--- src/rtl/crc_frame_ctrl.sv ---
// Frame sequencer for the 8-bit serial CRC shift register: buffers a byte frame,
// streams it LSB-first without gaps, then collects the serial CRC into a byte.
// Optional drain watchdog enabled by defining CRC_DRAIN_TIMEOUT_EN.
module crc_frame_ctrl #(
    parameter int unsigned DEPTH = 16
) (
    input  logic       CLK,
    input  logic       RST,
    input  logic [7:0] in_data,
    input  logic       in_valid,
    input  logic       in_last,
    output logic       in_ready,
    output logic       lfsr_data,
    output logic       lfsr_active,
    output logic       lfsr_rst_n,
    input  logic       lfsr_crc,
    input  logic       lfsr_valid,
    output logic [7:0] crc_out,
    output logic       crc_valid,
    output logic       busy,
    output logic       err
);
    localparam int unsigned AW = (DEPTH > 1) ? $clog2(DEPTH) : 1;
    localparam logic [AW:0] LAST_CNT = (AW+1)'(DEPTH - 1);

    typedef enum logic [2:0] {IDLE, CLEAR, SHIFT, DRAIN, DONE} state_t;

    state_t          state_q, state_d;
    logic [7:0]      mem_q [DEPTH];
    logic [AW-1:0]   wr_ptr_q, wr_ptr_d;
    logic [AW-1:0]   rd_ptr_q, rd_ptr_d;
    logic [AW:0]     cnt_q, cnt_d;
    logic [2:0]      bit_idx_q, bit_idx_d;
    logic [2:0]      cap_cnt_q, cap_cnt_d;
    logic [7:0]      crc_shift_q, crc_shift_d;
    logic [7:0]      crc_out_q, crc_out_d;
    logic            crc_valid_q, crc_valid_d;
    logic            err_q, err_d;
    logic            live_q;

    logic            accept;
    logic            overflow;
    logic            last_bit;
    logic            capture_last;
    logic            timeout;
    logic            clear;

    assign accept       = in_ready && in_valid;
    assign overflow     = accept && !in_last && (cnt_q == LAST_CNT);
    assign last_bit     = (bit_idx_q == 3'd7) && ({1'b0, rd_ptr_q} == cnt_q - (AW+1)'(1));
    assign capture_last = (state_q == DRAIN) && lfsr_valid && (cap_cnt_q == 3'd7);
    assign clear        = (state_q == DONE) || timeout;

`ifdef CRC_DRAIN_TIMEOUT_EN
    // Counts consecutive DRAIN cycles without a capture; held at zero elsewhere.
    logic [2:0] wd_q, wd_d;

    always_comb begin
        wd_d = wd_q;
        if (state_q != DRAIN || lfsr_valid) wd_d = '0;
        else                                wd_d = wd_q + 3'd1;
    end

    assign timeout = (state_q == DRAIN) && !lfsr_valid && (wd_q == 3'd3);

    always_ff @(posedge CLK or posedge RST) begin
        if (RST) wd_q <= '0;
        else     wd_q <= wd_d;
    end
`else
    assign timeout = 1'b0;
`endif

    always_ff @(posedge CLK or posedge RST) begin
        if (RST) state_q <= IDLE;
        else     state_q <= state_d;
    end

    always_comb begin
        state_d = state_q;
        case (state_q)
            IDLE:    if (accept && in_last) state_d = CLEAR;
            CLEAR:   state_d = SHIFT;
            SHIFT:   if (last_bit) state_d = DRAIN;
            DRAIN: begin
                if (capture_last) state_d = DONE;
                else if (timeout) state_d = IDLE;
            end
            DONE:    state_d = IDLE;
            default: state_d = IDLE;
        endcase
    end

    // live_q keeps handshake and shift-register reset low until the first edge after RST.
    always_comb begin
        in_ready    = 1'b0;
        lfsr_active = 1'b0;
        lfsr_data   = 1'b0;
        lfsr_rst_n  = 1'b0;
        busy        = (state_q != IDLE) || (cnt_q != '0);
        case (state_q)
            IDLE:  begin
                in_ready   = live_q;
                lfsr_rst_n = live_q;
            end
            CLEAR: lfsr_rst_n = 1'b0;
            SHIFT: begin
                lfsr_rst_n  = 1'b1;
                lfsr_active = 1'b1;
                lfsr_data   = mem_q[rd_ptr_q][bit_idx_q];
            end
            default: lfsr_rst_n = 1'b1;
        endcase
    end

    always_comb begin
        wr_ptr_d    = wr_ptr_q;
        rd_ptr_d    = rd_ptr_q;
        cnt_d       = cnt_q;
        bit_idx_d   = bit_idx_q;
        cap_cnt_d   = cap_cnt_q;
        crc_shift_d = crc_shift_q;
        crc_out_d   = crc_out_q;
        crc_valid_d = (state_q == DONE);
        err_d       = overflow || timeout;
        case (state_q)
            IDLE: begin
                if (accept) begin
                    if (overflow) begin
                        wr_ptr_d = '0;
                        cnt_d    = '0;
                    end else begin
                        wr_ptr_d = wr_ptr_q + AW'(1);
                        cnt_d    = cnt_q + (AW+1)'(1);
                    end
                end
            end
            SHIFT: begin
                bit_idx_d = bit_idx_q + 3'd1;
                if (bit_idx_q == 3'd7) rd_ptr_d = rd_ptr_q + AW'(1);
            end
            DRAIN: begin
                if (lfsr_valid) begin
                    crc_shift_d[cap_cnt_q] = lfsr_crc;
                    cap_cnt_d              = cap_cnt_q + 3'd1;
                end
            end
            DONE:    crc_out_d = crc_shift_q;
            default: ;
        endcase
        if (clear) begin
            wr_ptr_d    = '0;
            rd_ptr_d    = '0;
            cnt_d       = '0;
            bit_idx_d   = '0;
            cap_cnt_d   = '0;
            crc_shift_d = '0;
        end
    end

    always_ff @(posedge CLK or posedge RST) begin
        if (RST) begin
            wr_ptr_q    <= '0;
            rd_ptr_q    <= '0;
            cnt_q       <= '0;
            bit_idx_q   <= '0;
            cap_cnt_q   <= '0;
            crc_shift_q <= '0;
            crc_out_q   <= '0;
            crc_valid_q <= 1'b0;
            err_q       <= 1'b0;
            live_q      <= 1'b0;
        end else begin
            wr_ptr_q    <= wr_ptr_d;
            rd_ptr_q    <= rd_ptr_d;
            cnt_q       <= cnt_d;
            bit_idx_q   <= bit_idx_d;
            cap_cnt_q   <= cap_cnt_d;
            crc_shift_q <= crc_shift_d;
            crc_out_q   <= crc_out_d;
            crc_valid_q <= crc_valid_d;
            err_q       <= err_d;
            live_q      <= 1'b1;
        end
    end

    always_ff @(posedge CLK) begin
        if (accept) mem_q[wr_ptr_q] <= in_data;
    end

    assign crc_out   = crc_out_q;
    assign crc_valid = crc_valid_q;
    assign err       = err_q;

endmodule

--- config.mk ---
export PLATFORM = sky130hd
export DESIGN_NAME = crc_frame_ctrl
export DESIGN_NICKNAME = d
export VERILOG_FILES = /design/src/rtl/crc_frame_ctrl.sv
export SDC_FILE = /design/constraint.sdc
export NUM_CORES = 1
export LEC_CHECK = 0
export ABC_AREA = 1
export BUFFER_PORTS_ARGS = -buffer_cell sky130_fd_sc_hd__buf_2
export CAP_MARGIN = 10
export CORE_MARGIN = 3
export CORE_UTILIZATION = 40
export CTS_BUF_LIST = sky130_fd_sc_hd__clkbuf_4 sky130_fd_sc_hd__clkbuf_8 sky130_fd_sc_hd__clkbuf_16
export CTS_CLUSTER_DIAMETER = 120
export DETAILED_ROUTE_END_ITERATION = 12
export PLACE_DENSITY_LB_ADDON = 0.1
export SYNTH_ARGS = -nofsm -noshare
export SYNTH_HDL_FRONTEND = slang
export SYNTH_SLANG_ARGS = --single-unit
--- constraint.sdc ---
create_clock -name CLK -period 2 [get_ports CLK]
set_input_delay 0.4 -clock CLK [delete_from_list [all_inputs] [get_ports CLK]]
set_output_delay 0.4 -clock CLK [all_outputs]
set_load 0.02 [all_outputs]
==> run_results.csv, run 1 <==
group,metric,value,unit
sta,drv_slew,0,
critical_path,path_class,"flop to output port",
critical_path,worstPathRequired,1.60,ns
critical_path,cp-end-kind,"output port",
sta,finalWorstSetupSlack,-0.603,ns
place,place.gp.congestion,0.861,
sta,finalSetupViolCount,2,
sta,max_freq,384,MHz
yosys,syn_area,7320,um^2
detailed_routing,num_vias,5210,
sta,final-hold-violation-count,0,
sta,rsz0062_at_grt,"yes",
power,p_leak,3.71,nW
sta,worst_slew_pin_slew,0.785,ns
sta,fin_skew,0.00785,ns
floorplanning,die_h,141,um
cells_and_area,antennaDiodeCount,0,
flow_run,max-cap-violations,0,
clock_tree,cts_buffers,17,
detailed_routing,ant_nets,0,
floorplanning,placementRows,48,
floorplanning,fp.dieW,141,um
grt,grt_max_degree,26,
yosys,postSynthAreaPerCell,10.7,um^2
floorplanning,die_area,20000,um^2
critical_path,cp_max_fo,8,
run_status,status,"complete, but fails checks",
yosys,synthesis.nets,709,
clock_tree,cts-root-buf,"clkbuf_16",
cells_and_area,layout.nets,782,
yosys,seq_area_frac_synth,66.5,%
detailed_routing,first_iter_violations,479,
clock_tree,cts_buffer_depth,2,
critical_path,crit_arrival,2.20,ns
clock_tree,cts_sinks,169,
detailed_routing,drc,0,
detailed_routing,wl,18.4,mm
clock_tree,cts_tree,"done",
grt,grt_usage,18.9,%
critical_path,crit_top_cell,"nand3_1",
detailed_routing,routed_via_density,5.24,
critical_path,start_kind,"flop",
floorplanning,core_area,17600,um^2
clock_tree,clk_latency,0.43,ns
detailed_routing,post_drt_wl_per_cell,18.5,um
critical_path,worst_path_largest_cell_delay,0.44,ns
cells_and_area,drive_gt1_share,24.3,%
yosys,synth_cell_types,36,
grt,grt_overflow,0,
clock_tree,cts_max_level,4,
sta,fin_crit,2.60,ns
cells_and_area,layout_common_cells,"193 x nand2_1, 128 x edfxtp_1, 93 x nand3_1",
run_status,failed_checks,"negative setup slack",
cells_and_area,final_common_cell,"nand2_1",
grt,grt_pass1_wl,28.7,mm
sta,max_slew_margin,47.4,%
place,portBuffers,28,
cells_and_area,synthToLayoutAreaGrowth,23.8,%
power,peakVddDrop,0.000737,V
place,dp_hpwl,11.7,mm
floorplanning,io_pins,29,
yosys,ys_warn_count,0,
sta,post-route-period-util,130,%
yosys,yosys_register_bits,169,
clock_tree,clk_pin_slew,0.07,ns
yosys,syn_inst,684,
critical_path,cp_slowest_cell,"dfrtp_2",
worst_hold_path,worstHoldPathType,"input port to async pin",
floorplanning,start_util,41.6,%
grt,grt_pass1_vias,5116,
cells_and_area,fin_util,51.5,%
grt,antenna_found_initial,0,
power,power.density,1360,nW/um^2
detailed_routing,detail_route.first_pass.iterations,5,
critical_path,cp_cell_sequence,"clkinv_4 -> buf_12 -> buf_16 -> nand2_2 -> nand3_1 -> nand3_1 -> nand3_1 -> nand2_1 -> nand2_1 -> nand3_1 -> nand2_1 -> nor2_2 -> nor2_4 -> buf_6",
power,p_total,12.4,mW
-- power by group --
part,switching [mW],total (mW),leakage (nW),internal (mW)
sequential,0.277,4.38,1.66,4.10
combinational,2.73,4.53,1.75,1.80
clock,1.44,3.45,0.300,2.01
-- cell usage after synthesis --
library cell,count,area [um^2]
nand2_1,205,769
edfxtp_1,128,3840
nand3_1,127,636
dfrtp_1,41,1030
nor2_1,34,128
inv_1,33,124
o21ai_0,19,95.1
buf_2,13,65.1
ha_1,11,138
a21oi_1,9,45.0
buf_4,5,37.5
buf_6,5,56.3
clkbuf_1,5,18.8
inv_2,5,18.8
nor2_2,5,31.3
nor3_1,5,25.0
a22oi_1,3,22.5
a31oi_1,3,18.8
mux2i_1,3,30.0
xor2_1,3,26.3
nand2_2,2,12.5
nor4_1,2,12.5
o211ai_1,2,15.0
o21ai_1,2,10.0
o22ai_1,2,12.5
xnor2_1,2,17.5
a211oi_1,1,7.51
clkinv_1,1,3.75
conb_1,1,3.75
inv_4,1,6.26
nand2_4,1,11.3
nand4_1,1,6.26
nor2_4,1,11.3
nor2_8,1,20.0
nor3b_1,1,7.51
or3_1,1,6.26
-- metal layers --
| layer | global-route usage [%] | part of all wire (%) |
|---|---|---|
| met5 | 0 | 0 |
| met4 | 3.93 | 0.98 |
| met3 | 4.28 | 4.0 |
| met2 | 29.7 | 47 |
| met1 | 27.2 | 48 |
-- kinds of logic (layout without fill, tap and decap cells) --
| family | Yosys count | after routing | share of synthesized area (%) |
|---|---|---|---|
| buf+inv | 68 | 154 | 4.51 |
| flops | 169 | 169 | 66.5 |
| xor+xnor | 5 | 5 | 0.599 |
| mux | 3 | 3 | 0.410 |
| simple gates | 386 | 386 | 22.9 |
| compound gates | 41 | 41 | 3.09 |
| fa+ha+maj | 11 | 11 | 1.88 |
| other cells | 1 | 1 | 0.0512 |
-- worst max-delay path: cells and delay by family (launching register included) --
family	cells	cell delay, ns
buf+inv	4	0.55
flops	1	0.44
simple gates	10	0.77
-- cell type report --
| type | instances | area, um^2 |
|---|---|---|
| timing repair buffer | 82 | 749 |
| fill | 1568 | 8540 |
| inverter | 40 | 158 |
| clock buffer | 18 | 433 |
| clock inverter | 14 | 188 |
| sequential | 169 | 4870 |
| tap | 225 | 282 |
| multi-input combinational | 447 | 2380 |
-- timing repair --
action                     CTS  global route
cloned                       4             1
pin swaps                    4            20
setup endpoints to repair    3             3
hold buffers                 0             0
buffers inserted             6             3
resized for setup           25            55
-- metrics by stage --
| stage | instances | hold slack [ns] | TNS, ns | setup WS, ns | cell area (um^2) |
|---|---|---|---|---|---|
| after global routing | 995 | 0.0353 | -0.806 | -0.716 | 9060 |
| after global placement | 950 | 0.455 | -0.254 | -0.254 | 7950 |
| after detailed placement | 950 | 0.461 | -0.233 | -0.233 | 7950 |
| final | 995 | 0.0139 | -0.630 | -0.603 | 9060 |
| after floorplan | 684 | 0.442 | 0 | 0.0397 | 7320 |
| after CTS | 992 | 0.0208 | -0.632 | -0.587 | 8810 |
-- state kept, by name, indices dropped and copies added, names as in the netlist --
name,flops
mem_q,128
crc_out,8
crc_shift_q,8
cnt_q,5
rd_ptr_q,4
wr_ptr_q,4
bit_idx_q,3
cap_cnt_q,3
state_q,3
crc_valid,1
err,1
live_q,1
-- worst paths after layout --
kind                                          end  slack, ns  cells past startpoint                     from
hold reg to reg            crc_out[1]$_DFFE_PP0P_       0.47                      2   crc_out[1]$_DFFE_PP0P_
hold / removal               cnt_q[4]$_DFFE_PP0P_       0.01                      2                      RST
min in group CLK                    err$_DFF_PP0_       0.17                      2                  in_last
setup reg to reg           state_q[1]$_DFFE_PP0P_       0.19                     12  rd_ptr_q[0]$_DFFE_PP0P_
setup / recovery                        lfsr_data      -0.60                     14  rd_ptr_q[0]$_DFFE_PP0P_
max in group asynchronous     crc_valid$_DFF_PP0_       1.46                      3                      RST
(Power assumes the default switching activity.)
==> inputs of run 2 (changes only) <==
Settings changed: ABC_AREA 1 to 0.
==> run 2 against run 1 <==
  * Hold slack gained 0.090 ns
  * Power shrank 44%
  * Critical path depth shrank 5
  * Non-clock buffer count shrank 10
  * Register-to-register slack lost 0.07 ns
  * The flow still finishes with violations (negative setup slack)
  * Sequential cell count is the same
==> run_results.csv, run 2 <==
group,metric,value,unit
clock_tree,cts_max_level,4,
detailed_routing,first_iter_violations,314,
yosys,synth_area_leaders,"edfxtp_1 53%, dfrtp_1 14%, mux4_2 4.0%",
yosys,ys_warn_count,0,
cells_and_area,largest_register_ffs,128,
floorplanning,io_pins,29,
detailed_routing,post_drt_wl_per_cell,20.4,um
critical_path,crit_arrival,2.51,ns
detailed_routing,ant_nets,0,
detailed_routing,wl,15.7,mm
sta,fin_crit,2.91,ns
sta,fin_skew,0.00874,ns
detailed_routing,detail_route.first_pass.iterations,4,
grt,grt_max_degree,42,
place,dp.cells,735,
floorplanning,start_util,41.4,%
power,power.density,802,nW/um^2
yosys,yosys-top-cells-count,"128 x edfxtp_1, 41 x dfrtp_1, 32 x nor2_1",
grt,grt_usage,16.8,%
detailed_routing,drc,0,
floorplanning,die_area,19800,um^2
cells_and_area,antennaDiodeCount,0,
place,portBuffers,28,
yosys,synth_edf_count,128,
power,p_seq_share,54.6,%
place,place.gp.congestion,0.819,
detailed_routing,routed_via_density,5.37,
run_status,failed_checks,"negative setup slack",
yosys,postSynthAreaPerCell,15.5,um^2
power,comb_power_share,1.1,%
grt,grt_pass1_vias,4317,
cells_and_area,final_cells,770,
floorplanning,die_h,141,um
sta,whs,0.104,ns
cells_and_area,drive_gt1_share,31.6,%
power,p_leak,3.26,nW
critical_path,cp-end-kind,"output port",
grt,antenna_found_initial,0,
cells_and_area,synthToLayoutAreaGrowth,18.9,%
flow_run,max-cap-violations,0,
floorplanning,core_area,17500,um^2
grt,grt_pass1_wl,25.0,mm
yosys,synth_top_area_share,52.9,%
yosys,synth_flop_cell,"edfxtp_1",
cells_and_area,top_register,"mem_q",
critical_path,path_class,"flop to output port",
cells_and_area,layout.nets,557,
clock_tree,cts_buffer_depth,2,
place,dp_hpwl,10.7,mm
cells_and_area,layout_common_cells,"128 x edfxtp_1, 39 x dfrtp_1, 35 x buf_4",
grt,grt_overflow,0,
clock_tree,clk_pin_slew,0.06,ns
sta,finalSetupViolCount,1,
place,dpl_cell_area,7980,um^2
sta,max_freq,344,MHz
power,clockPowerShare,44.3,%
cells_and_area,fin_area,8640,um^2
yosys,synthesis.nets,493,
clock_tree,cts_tree,"done",
yosys,syn_inst,468,
detailed_routing,num_vias,4134,
yosys,yosys_register_bits,169,
yosys,synth_top_cell_by_area,"edfxtp_1",
power,peakVddDrop,0.000596,V
worst_hold_path,worstHoldPathType,"input port to async pin",
yosys,seq_area_frac_synth,67.0,%
floorplanning,fp.dieW,141,um
sta,finalWorstSetupSlack,-0.911,ns
clock_tree,cts_buffers,17,
power,p_int,5.50,mW
sta,rsz0062_at_grt,"yes",
sta,post-route-period-util,146,%
yosys,yosysMostFrequentCell,"edfxtp_1",
sta,drv_slew,0,
cells_and_area,final_common_cell,"edfxtp_1",
critical_path,start_kind,"flop",
power,p_sw,1.42,mW
yosys,syn_area,7270,um^2
cells_and_area,fillers,1514,
yosys,synth_cell_types,53,
yosys,async_flop_share,24.3,%
power,p_total,6.93,mW
critical_path,cp_max_fo,8,
clock_tree,clk_latency,0.42,ns
sta,worst_slew_pin_slew,0.546,ns
sta,final-hold-violation-count,0,
run_status,status,"complete, but fails checks",
power,p_sw_share,20.5,%
critical_path,worstPathRequired,1.60,ns
sta,max_slew_margin,63.6,%
clock_tree,cts-root-buf,"clkbuf_16",
floorplanning,placementRows,48,
clock_tree,cts_sinks,169,
-- run 2: cell count changes after synthesis, moves of 14 or more --
cell | before | now
o21ai_0 | 19 | 5
inv_1 | 33 | 6
and2_1 | 0 | 16
mux2i_1 | 3 | 20
nand2_1 | 205 | 20
mux2_2 | 0 | 16
nand3_1 | 127 | 15
-- run 2: per-layer routing --
metal  track usage, %  share of wire [%]  up-vias
met5                0                  0        -
met1             23.0                 46     2121
li1                 -                  -     1918
met2             27.0                 49       79
met4             4.59                1.3        0
met3             4.24                3.6       16
-- run 2: repair_timing --
action,in CTS,in global routing
hold buffers,0,0
pin swaps,7,3
resized for setup,14,15
buffers inserted,3,0
hold endpoints to repair,0,0
setup endpoints to repair,3,87
-- run 2: final timing paths --
kind	start	depth (start not counted)	slack [ns]	end
worst max-delay path	rd_ptr_q[0]$_DFFE_PP0P_	9	-0.91	lfsr_data
worst min-delay path	RST	3	0.10	live_q$_DFF_PP0_
worst max register to register	state_q[2]$_DFFE_PP0P_	6	0.12	mem_q[5][6]$_DFFE_PP_
worst min register to register	crc_shift_q[7]$_DFFE_PP0P_	1	0.50	crc_out[7]$_DFFE_PP0P_
max in group asynchronous	RST	3	1.50	rd_ptr_q[1]$_DFFE_PP0P_
min in group CLK	lfsr_crc	3	0.30	crc_shift_q[7]$_DFFE_PP0P_
-- run 2: cells by family after synthesis --
group / share of synthesized area, %
flip-flops: 67.0
XOR/XNOR: 1.45
AO/OA/AOI/OAI: 4.58
multiplexers: 12.3
buffers and inverters: 2.48
adder cells (fa/ha/maj): 1.89
other: 0.0516
AND/OR/NAND/NOR: 10.2
-- run 2: final cells by class --
| cell class | instances | area, um^2 | area share (%) |
|---|---|---|---|
| tap | 225 | 282 | 3.26 |
| timing repair buffer | 72 | 602 | 6.96 |
| sequential | 169 | 4870 | 56.4 |
| clock buffer | 17 | 425 | 4.92 |
| multi-input combinational | 265 | 2310 | 26.7 |
| inverter | 7 | 26.3 | 0.304 |
| clock inverter | 15 | 125 | 1.45 |
-- run 2: power by group through the flow --
stage          Sequential, mW  Clock (mW)  Combinational [mW]
2_1_floorplan            3.85           0              0.0164
5_1_grt                  3.78        3.31              0.0908
6_report                 3.78        3.07              0.0790
3_3_place_gp             3.85           0              0.0792
3_5_place_dp             3.85           0              0.0830
4_1_cts                  3.78        3.14              0.0830
-- run 2: worst max-delay path: stages (launching register included) --
cell and delay, ns:
dfrtp_2 0.43, buf_12 0.15, buf_12 0.11, mux4_2 0.51, mux2i_1 0.16, nand4_1 0.12
o211ai_1 0.13, nor4b_2 0.09, a41o_1 0.25, buf_6 0.14
-- run 2: metrics by stage --
stage | worst slack, ns | utilization (%) | setup TNS, ns
after floorplan | -0.179 | - | -0.179
after global placement | -0.539 | 45.5 | -0.539
after detailed placement | -0.560 | 45.5 | -0.560
after CTS | -0.911 | 49.1 | -0.911
after global routing | -1.01 | 49.3 | -1.01
final | -0.911 | 49.3 | -0.911
